[src/rtl/pulse_sequencer.sv]
// pulse_sequencer
//   Table-driven pulse sequencer. Walks an OUT_W-bit pattern bus through up to
//   NUM_STEPS programmable steps ({duration, pattern} per step), for one pass,
//   N passes or free-running, with explicit start/stop control.
//
// Ports
//   clk_in, rst_in   clock, synchronous active-high reset
//   cfg_we/cfg_addr  step table write strobe and index (out-of-range ignored)
//   cfg_dur          step duration in cycles (0 behaves as 1)
//   cfg_pattern      step output pattern
//   seq_len          active step count (0 or > NUM_STEPS means all), sampled on start
//   loop_count       passes to run (0 = free-running), sampled on start
//   start, stop      run control; stop wins over everything while running
//   signal_out       registered pattern output, IDLE_PATTERN when not running
//   step_index       current step (0 when idle)
//   busy             high while running
//   seq_sync         one-cycle pulse on the first cycle of step 0 of each pass
//   done             one-cycle pulse on normal completion
//
//   state | meaning
//   IDLE  | output parked at IDLE_PATTERN, waiting for start
//   RUN   | stepping through the table, timer counts down the current step
module pulse_sequencer #(
  parameter int NUM_STEPS = 12,
  parameter int OUT_W = 8,
  parameter int DUR_W = 32,
  parameter logic [OUT_W-1:0] IDLE_PATTERN = OUT_W'(8'h80)
) (
  input  logic                           clk_in,
  input  logic                           rst_in,
  input  logic                           cfg_we,
  input  logic [$clog2(NUM_STEPS)-1:0]   cfg_addr,
  input  logic [DUR_W-1:0]               cfg_dur,
  input  logic [OUT_W-1:0]               cfg_pattern,
  input  logic [$clog2(NUM_STEPS):0]     seq_len,
  input  logic [15:0]                    loop_count,
  input  logic                           start,
  input  logic                           stop,
  output logic [OUT_W-1:0]               signal_out,
  output logic [$clog2(NUM_STEPS)-1:0]   step_index,
  output logic                           busy,
  output logic                           seq_sync,
  output logic                           done
);

  localparam int AW = $clog2(NUM_STEPS);
  localparam logic [AW:0] NUM_STEPS_W = (AW+1)'(NUM_STEPS);

  localparam logic [0:0] ST_IDLE = 1'b0;
  localparam logic [0:0] ST_RUN  = 1'b1;

  logic [0:0]       state;
  logic [DUR_W-1:0] dur_mem [NUM_STEPS];
  logic [OUT_W-1:0] pat_mem [NUM_STEPS];

  logic [DUR_W-1:0] timer;
  logic [AW-1:0]    last_step;
  logic [15:0]      loops;
  logic [15:0]      pass_cnt;

  logic [AW-1:0]    len_m1;
  logic             at_last;
  logic             more_passes;
  logic [AW-1:0]    entry_idx;
  logic [DUR_W-1:0] entry_dur;
  logic [OUT_W-1:0] entry_pat;
  logic [DUR_W-1:0] entry_timer;

  // Step table has no reset: contents survive rst_in by design.
  always_ff @(posedge clk_in) begin
    if (cfg_we && ({1'b0, cfg_addr} < NUM_STEPS_W)) begin
      dur_mem[cfg_addr] <= cfg_dur;
      pat_mem[cfg_addr] <= cfg_pattern;
    end
  end

  always_comb begin
    if (seq_len == '0 || seq_len > NUM_STEPS_W) begin
      len_m1 = AW'(NUM_STEPS - 1);
    end else begin
      len_m1 = AW'(seq_len - (AW+1)'(1));
    end
  end

  assign at_last     = (step_index == last_step);
  assign more_passes = (loops == 16'd0) || (pass_cnt < loops);

  // The step about to be entered: step 0 on start or pass wrap, else step+1.
  // The table is read at entry time, so later writes only affect later entries.
  assign entry_idx   = (state == ST_IDLE || at_last) ? '0 : step_index + AW'(1);
  assign entry_dur   = dur_mem[entry_idx];
  assign entry_pat   = pat_mem[entry_idx];
  // Timer holds remaining cycles after the current one; dur 0 acts like 1.
  assign entry_timer = (entry_dur == '0) ? '0 : entry_dur - DUR_W'(1);

  always_ff @(posedge clk_in) begin
    if (rst_in) begin
      state      <= ST_IDLE;
      signal_out <= IDLE_PATTERN;
      step_index <= '0;
      busy       <= 1'b0;
      seq_sync   <= 1'b0;
      done       <= 1'b0;
      timer      <= '0;
      last_step  <= '0;
      loops      <= '0;
      pass_cnt   <= '0;
    end else begin
      seq_sync <= 1'b0;
      done     <= 1'b0;
      case (state)
        ST_IDLE: begin
          if (start && !stop) begin
            state      <= ST_RUN;
            busy       <= 1'b1;
            seq_sync   <= 1'b1;
            step_index <= entry_idx;
            signal_out <= entry_pat;
            timer      <= entry_timer;
            last_step  <= len_m1;
            loops      <= loop_count;
            pass_cnt   <= 16'd1;
          end
        end
        ST_RUN: begin
          if (stop) begin
            state      <= ST_IDLE;
            busy       <= 1'b0;
            signal_out <= IDLE_PATTERN;
            step_index <= '0;
          end else if (timer != '0) begin
            timer <= timer - DUR_W'(1);
          end else if (!at_last || more_passes) begin
            step_index <= entry_idx;
            signal_out <= entry_pat;
            timer      <= entry_timer;
            if (at_last) begin
              seq_sync <= 1'b1;
              if (pass_cnt != 16'hFFFF) begin
                pass_cnt <= pass_cnt + 16'd1;
              end
            end
          end else begin
            state      <= ST_IDLE;
            busy       <= 1'b0;
            done       <= 1'b1;
            signal_out <= IDLE_PATTERN;
            step_index <= '0;
          end
        end
        default: begin
          state      <= ST_IDLE;
          busy       <= 1'b0;
          signal_out <= IDLE_PATTERN;
          step_index <= '0;
        end
      endcase
    end
  end

endmodule

[config.mk]
export PLATFORM = sky130hd
export DESIGN_NAME = pulse_sequencer
export DESIGN_NICKNAME = d
export VERILOG_FILES = /design/src/rtl/pulse_sequencer.sv
export SDC_FILE = /design/constraint.sdc
export NUM_CORES = 1
export LEC_CHECK = 0
export BUFFER_PORTS_ARGS = -buffer_cell sky130_fd_sc_hd__buf_2
export CAP_MARGIN = 25
export CORE_MARGIN = 3
export CORE_UTILIZATION = 27
export DETAILED_ROUTE_END_ITERATION = 7
export PLACE_DENSITY_LB_ADDON = 0.08
export SLEW_MARGIN = 20
export SYNTH_ARGS = -nofsm -noshare
export SYNTH_HDL_FRONTEND = slang
export SYNTH_SLANG_ARGS = --single-unit
[constraint.sdc]
create_clock -name clk_in -period 4.6 [get_ports clk_in]
set_input_delay 0.46 -clock clk_in [delete_from_list [all_inputs] [get_ports clk_in]]
set_output_delay 0.46 -clock clk_in [all_outputs]
set_load 0.01 [all_outputs]
==> results.txt <==
The setup skew after layout came out at 0.0223 ns. The number of iterations in the first detailed-routing pass is 5. The width of the die came out at 307 microns. The number of antenna violations at the first check in global routing came out at 4. The leakage component of the power came out at 9.47 nW. The path class of the tightest hold or removal check is input port to flip-flop. The routed design could run at a clock period as short as 4.38 ns. The slowest stage of the critical path belongs to the cell sky130_fd_sc_hd__o41ai_4. The final antenna-violating net count came out at 0. In the final layout, the share of cells above drive strength 1 is 18.7%. For this design, the sink count on the clock tree is 564.

The final-report max-slew violation count came to 0. The per-cell routed wire length came out at 25.9 microns. The total of max-cap violations came out at 0.

Setup repair after global routing left no endpoint under its margin. The worst-case setup margin in the final layout came out at 0.219 ns. The kind of launch point of the worst setup path is a flip-flop. The via density per instance is 5.16. The row count came out at 109.

The maximum clock frequency came out at 228 MHz. The number of violations reported at the end of detailed-routing iteration 0 came out at 1,636. The worst setup path is captured at a flip-flop. In this design, the critical path's most frequently occurring cell is sky130_fd_sc_hd__buf_4. The sequential share of the synthesized area is 65.8%.

Traced cell by cell, the critical path runs through xor2_2 -> buf_4 -> o41ai_4 -> buf_12 -> mux2_2 -> o22ai_1 -> o311a_1 -> nand4_1 -> nor2_2 -> nand2_1 -> o21a_1 -> buf_4 -> a221oi_2 -> nor3_1. Leaving out fill and tap cells, the most frequent cell in the layout is sky130_fd_sc_hd__edfxtp_1. The top cell type's share of synthesized area is 59.0%. The wire length of the first global-routing pass came out at 124,000 microns. The transition time at the pin with the least slew margin came out at 0.959 ns. In this run the tool buffered the top-level ports with 84 buffer cells.

For this run, design rule violations remaining after detail routing come to 0. The total vias in the final route came out at 17,100. The pin count of the biggest net entering global routing is 67. The flip-flop and latch count after synthesis came out at 564.

The post-route setup TNS came out at 0 ns. The synthesis-to-layout area growth came out at 19.8%. The dominant register cell in the synthesized netlist is sky130_fd_sc_hd__edfxtp_1. The total of endpoints with negative setup slack in the final report is 0.

The critical path required time came out at 5.05 ns. The number of global-route vias before repair came out at 17,000. The post-synthesis average cell area is 12.6 sq um.

The floorplan step defined a core boundary enclosing 0.0891 sq mm. The worst slew slack as a fraction of its limit came out at 35.9%. The delay of the slowest critical-path stage is 0.81 ns. The final layout contains routed wiring with a total length of 85,900 microns.

The area enclosed by the die boundary came out at 0.0942 sq mm. The net count after synthesis came out at 2,027. The congestion estimate from routability-driven global placement came to 0.788.

The synthesized design contains 480 enable-type register cells. The clock slew at the register clock pins of the worst setup and hold paths came out at 0.06 ns. The data arrival time of the critical path is 4.83 ns. The peak supply drop came out at 0.229 mV.

In the layout the commonest cells are sky130_fd_sc_hd__edfxtp_1 (480), sky130_fd_sc_hd__nand2_1 (209), sky130_fd_sc_hd__buf_4 (118). The final-layout fill cell count came out at 8,831. The H-tree was split into 3 levels.

The HPWL after detailed placement came out at 54,500 microns. Summing all multi-input logic gate instances after layout gives 0.00786 sq mm. The die outline height came out at 307 microns. The master cell of the clock root buffer is sky130_fd_sc_hd__clkbuf_16. The number of warnings reported in the yosys synthesis log is 0. The number of cells produced by synthesis is 1,935. For this design the top-level I/O count stands at 85. The post-synthesis cell type count came out at 90. The critical path is of the flip-flop to flip-flop type. The register cell area after layout is 0.0161 sq mm. Global routing used 18.0% of the available tracks. The biggest area contributor in the post-synthesis netlist is sky130_fd_sc_hd__edfxtp_1. The final standard cell utilization of the core is 32.9%. The post-placement cell area came out at 0.0270 sq mm.

The longest clock path from root to sink contains 3 buffers. At the later pin of the worst-skew pair, clock insertion delay measures 0.61 ns. The number of cells in the finished layout apart from fillers came out at 3,313. Prior to clock tree synthesis, the placed netlist has a worst setup slack of 0.167 ns. The clock buffer count from CTS is 70. The summed area of non-filler cells in the final layout came out at 0.0293 sq mm. The total number of nets in the final design came out at 2,183. In the post-synthesis netlist, the biggest area contributors are sky130_fd_sc_hd__edfxtp_1 (59%), sky130_fd_sc_hd__dfxtp_1 (6.9%), sky130_fd_sc_hd__nand2_1 (3.2%), sky130_fd_sc_hd__nand3_1 (2.3%), sky130_fd_sc_hd__a21oi_1 (2.1%).

The area of the mapped netlist is 0.0244 sq mm. The final hold violation count is 0. The worst path uses 95.2% of the clock period. Once placement completed, the tool counted placed cells totaling 3,183.

The flow ran to the end, and the final reports show no timing, DRC or antenna violations. Once the floorplan was initialized, standard cells occupied 27.5% of the core. For this design the ratio of total power to cell area is 407 mW/mm^2. The worst-path maximum fanout came out at 30. The sum of overflow across all layers after global routing is 0. TritonCTS built the clock tree. The async set-reset flop share out of synthesis came out at 0%.
[report_power, final]
group	switching (mW)	total, mW	internal, mW
Combinational	0.510	0.734	0.224
Clock	2.19	5.45	3.27
Sequential	0.0555	5.72	5.67
[synth_stat cells, types with 6 or more instances]
| library cell | instances |
|---|---|
| sky130_fd_sc_hd__nand3_1 | 111 |
| sky130_fd_sc_hd__edfxtp_1 | 480 |
| sky130_fd_sc_hd__a21oi_1 | 101 |
| sky130_fd_sc_hd__o221ai_1 | 41 |
| sky130_fd_sc_hd__or4_1 | 9 |
| sky130_fd_sc_hd__buf_2 | 40 |
| sky130_fd_sc_hd__inv_1 | 30 |
| sky130_fd_sc_hd__a32oi_1 | 26 |
| sky130_fd_sc_hd__mux2_2 | 24 |
| sky130_fd_sc_hd__mux2i_1 | 30 |
| sky130_fd_sc_hd__a31oi_1 | 33 |
| sky130_fd_sc_hd__nor2_1 | 115 |
| sky130_fd_sc_hd__dfxtp_1 | 84 |
| sky130_fd_sc_hd__or3_1 | 12 |
| sky130_fd_sc_hd__buf_1 | 12 |
| sky130_fd_sc_hd__nor4_1 | 15 |
| sky130_fd_sc_hd__o32ai_1 | 7 |
| sky130_fd_sc_hd__xnor2_1 | 37 |
| sky130_fd_sc_hd__nor2b_1 | 8 |
| sky130_fd_sc_hd__o22ai_1 | 28 |
| sky130_fd_sc_hd__a2111oi_0 | 7 |
| sky130_fd_sc_hd__o31ai_1 | 7 |
| sky130_fd_sc_hd__and3_1 | 7 |
| sky130_fd_sc_hd__nand2_1 | 209 |
| sky130_fd_sc_hd__and2_1 | 10 |
| sky130_fd_sc_hd__a311oi_1 | 8 |
| sky130_fd_sc_hd__nand4_1 | 17 |
| sky130_fd_sc_hd__o21ai_0 | 82 |
| sky130_fd_sc_hd__o2111ai_1 | 7 |
| sky130_fd_sc_hd__xor2_1 | 14 |
| sky130_fd_sc_hd__a311o_1 | 6 |
| sky130_fd_sc_hd__a22oi_1 | 14 |
| sky130_fd_sc_hd__ha_1 | 22 |
| sky130_fd_sc_hd__a21o_1 | 8 |
| sky130_fd_sc_hd__o211ai_1 | 19 |
| sky130_fd_sc_hd__nand2b_1 | 12 |
| sky130_fd_sc_hd__buf_4 | 6 |
| sky130_fd_sc_hd__clkbuf_1 | 66 |
| sky130_fd_sc_hd__a211oi_1 | 17 |
| sky130_fd_sc_hd__nor3_1 | 49 |
[worst paths after layout]
path,startpoint,to,slack (ns),cells after the start
max,last_step[3]$_SDFFE_PP0P_,timer[10]$_SDFFE_PP0P_,0.22,14
min,loop_count[9],loops[9]$_SDFFE_PP0P_,0.1,3
max reg2reg,last_step[3]$_SDFFE_PP0P_,timer[10]$_SDFFE_PP0P_,0.22,14
min reg2reg,loops[6]$_SDFFE_PP0P_,loops[6]$_SDFFE_PP0P_,0.47,2
[metal layers]
metal	track usage, %	vias to the layer above	part of all wire, %
met5	0	-	0.012
met4	4.56	2	2.0
met3	3.09	102	5.6
met2	28.6	462	46
met1	25.5	8724	47
li1	-	7812	-
[state kept, by name (all words and copies together), names as in the netlist]
name and count:
last_step 4, signal_out 8, loops 16, state 1, done 1, step_index 4
dur_mem 384, busy 1, pass_cnt 16, seq_sync 1, pat_mem 96, timer 32
[repair_timing]
action,CTS,global route
buffers inserted,0,0
setup endpoints to repair,0,8
hold buffers,0,0
gates resized for setup,0,1
[final cells by class]
cell class / instances / share of cell area (%)
Sequential cell: 564 / 55.0
Multi-Input combinational cell: 1213 / 26.8
Clock buffer: 90 / 6.35
Timing Repair Buffer: 211 / 5.02
Tap cell: 1165 / 4.98
Clock inverter: 36 / 1.41
Inverter: 31 / 0.397
Antenna cell: 3 / 0.0256
[worst max-delay path, delay by kind of cell (launching register included)]
family	cells	cell delay [ns]
simple gates	4	0.73
flops	1	0.36
xor+xnor	1	0.21
mux	1	0.35
buf+inv	3	0.67
compound gates	5	1.87
[stage by stage]
| stage | power, mW | hold slack [ns] |
|---|---|---|
| 5_1_grt | 12.3 | 0.0835 |
| 4_1_cts | 12.1 | 0.0509 |
| 3_3_place_gp | 6.56 | 0.462 |
| 3_5_place_dp | 6.57 | 0.470 |
| 6_report | 11.9 | 0.0972 |
| 2_1_floorplan | 6.20 | 0.449 |
[cell families after synthesis]
kind of cell               after synthesis  share of synthesized area (%)
AOI/OAI and AO/OA                      472                           13.7
xor gates and xnor gates                56                           2.16
adders and majority gates               22                           1.13
buffers and inverters                  158                           2.81
DFF                                    564                           65.8
muxes                                   56                           2.49
and+or+nand+nor                        607                           11.9
Power figures use the tool's default switching activity.
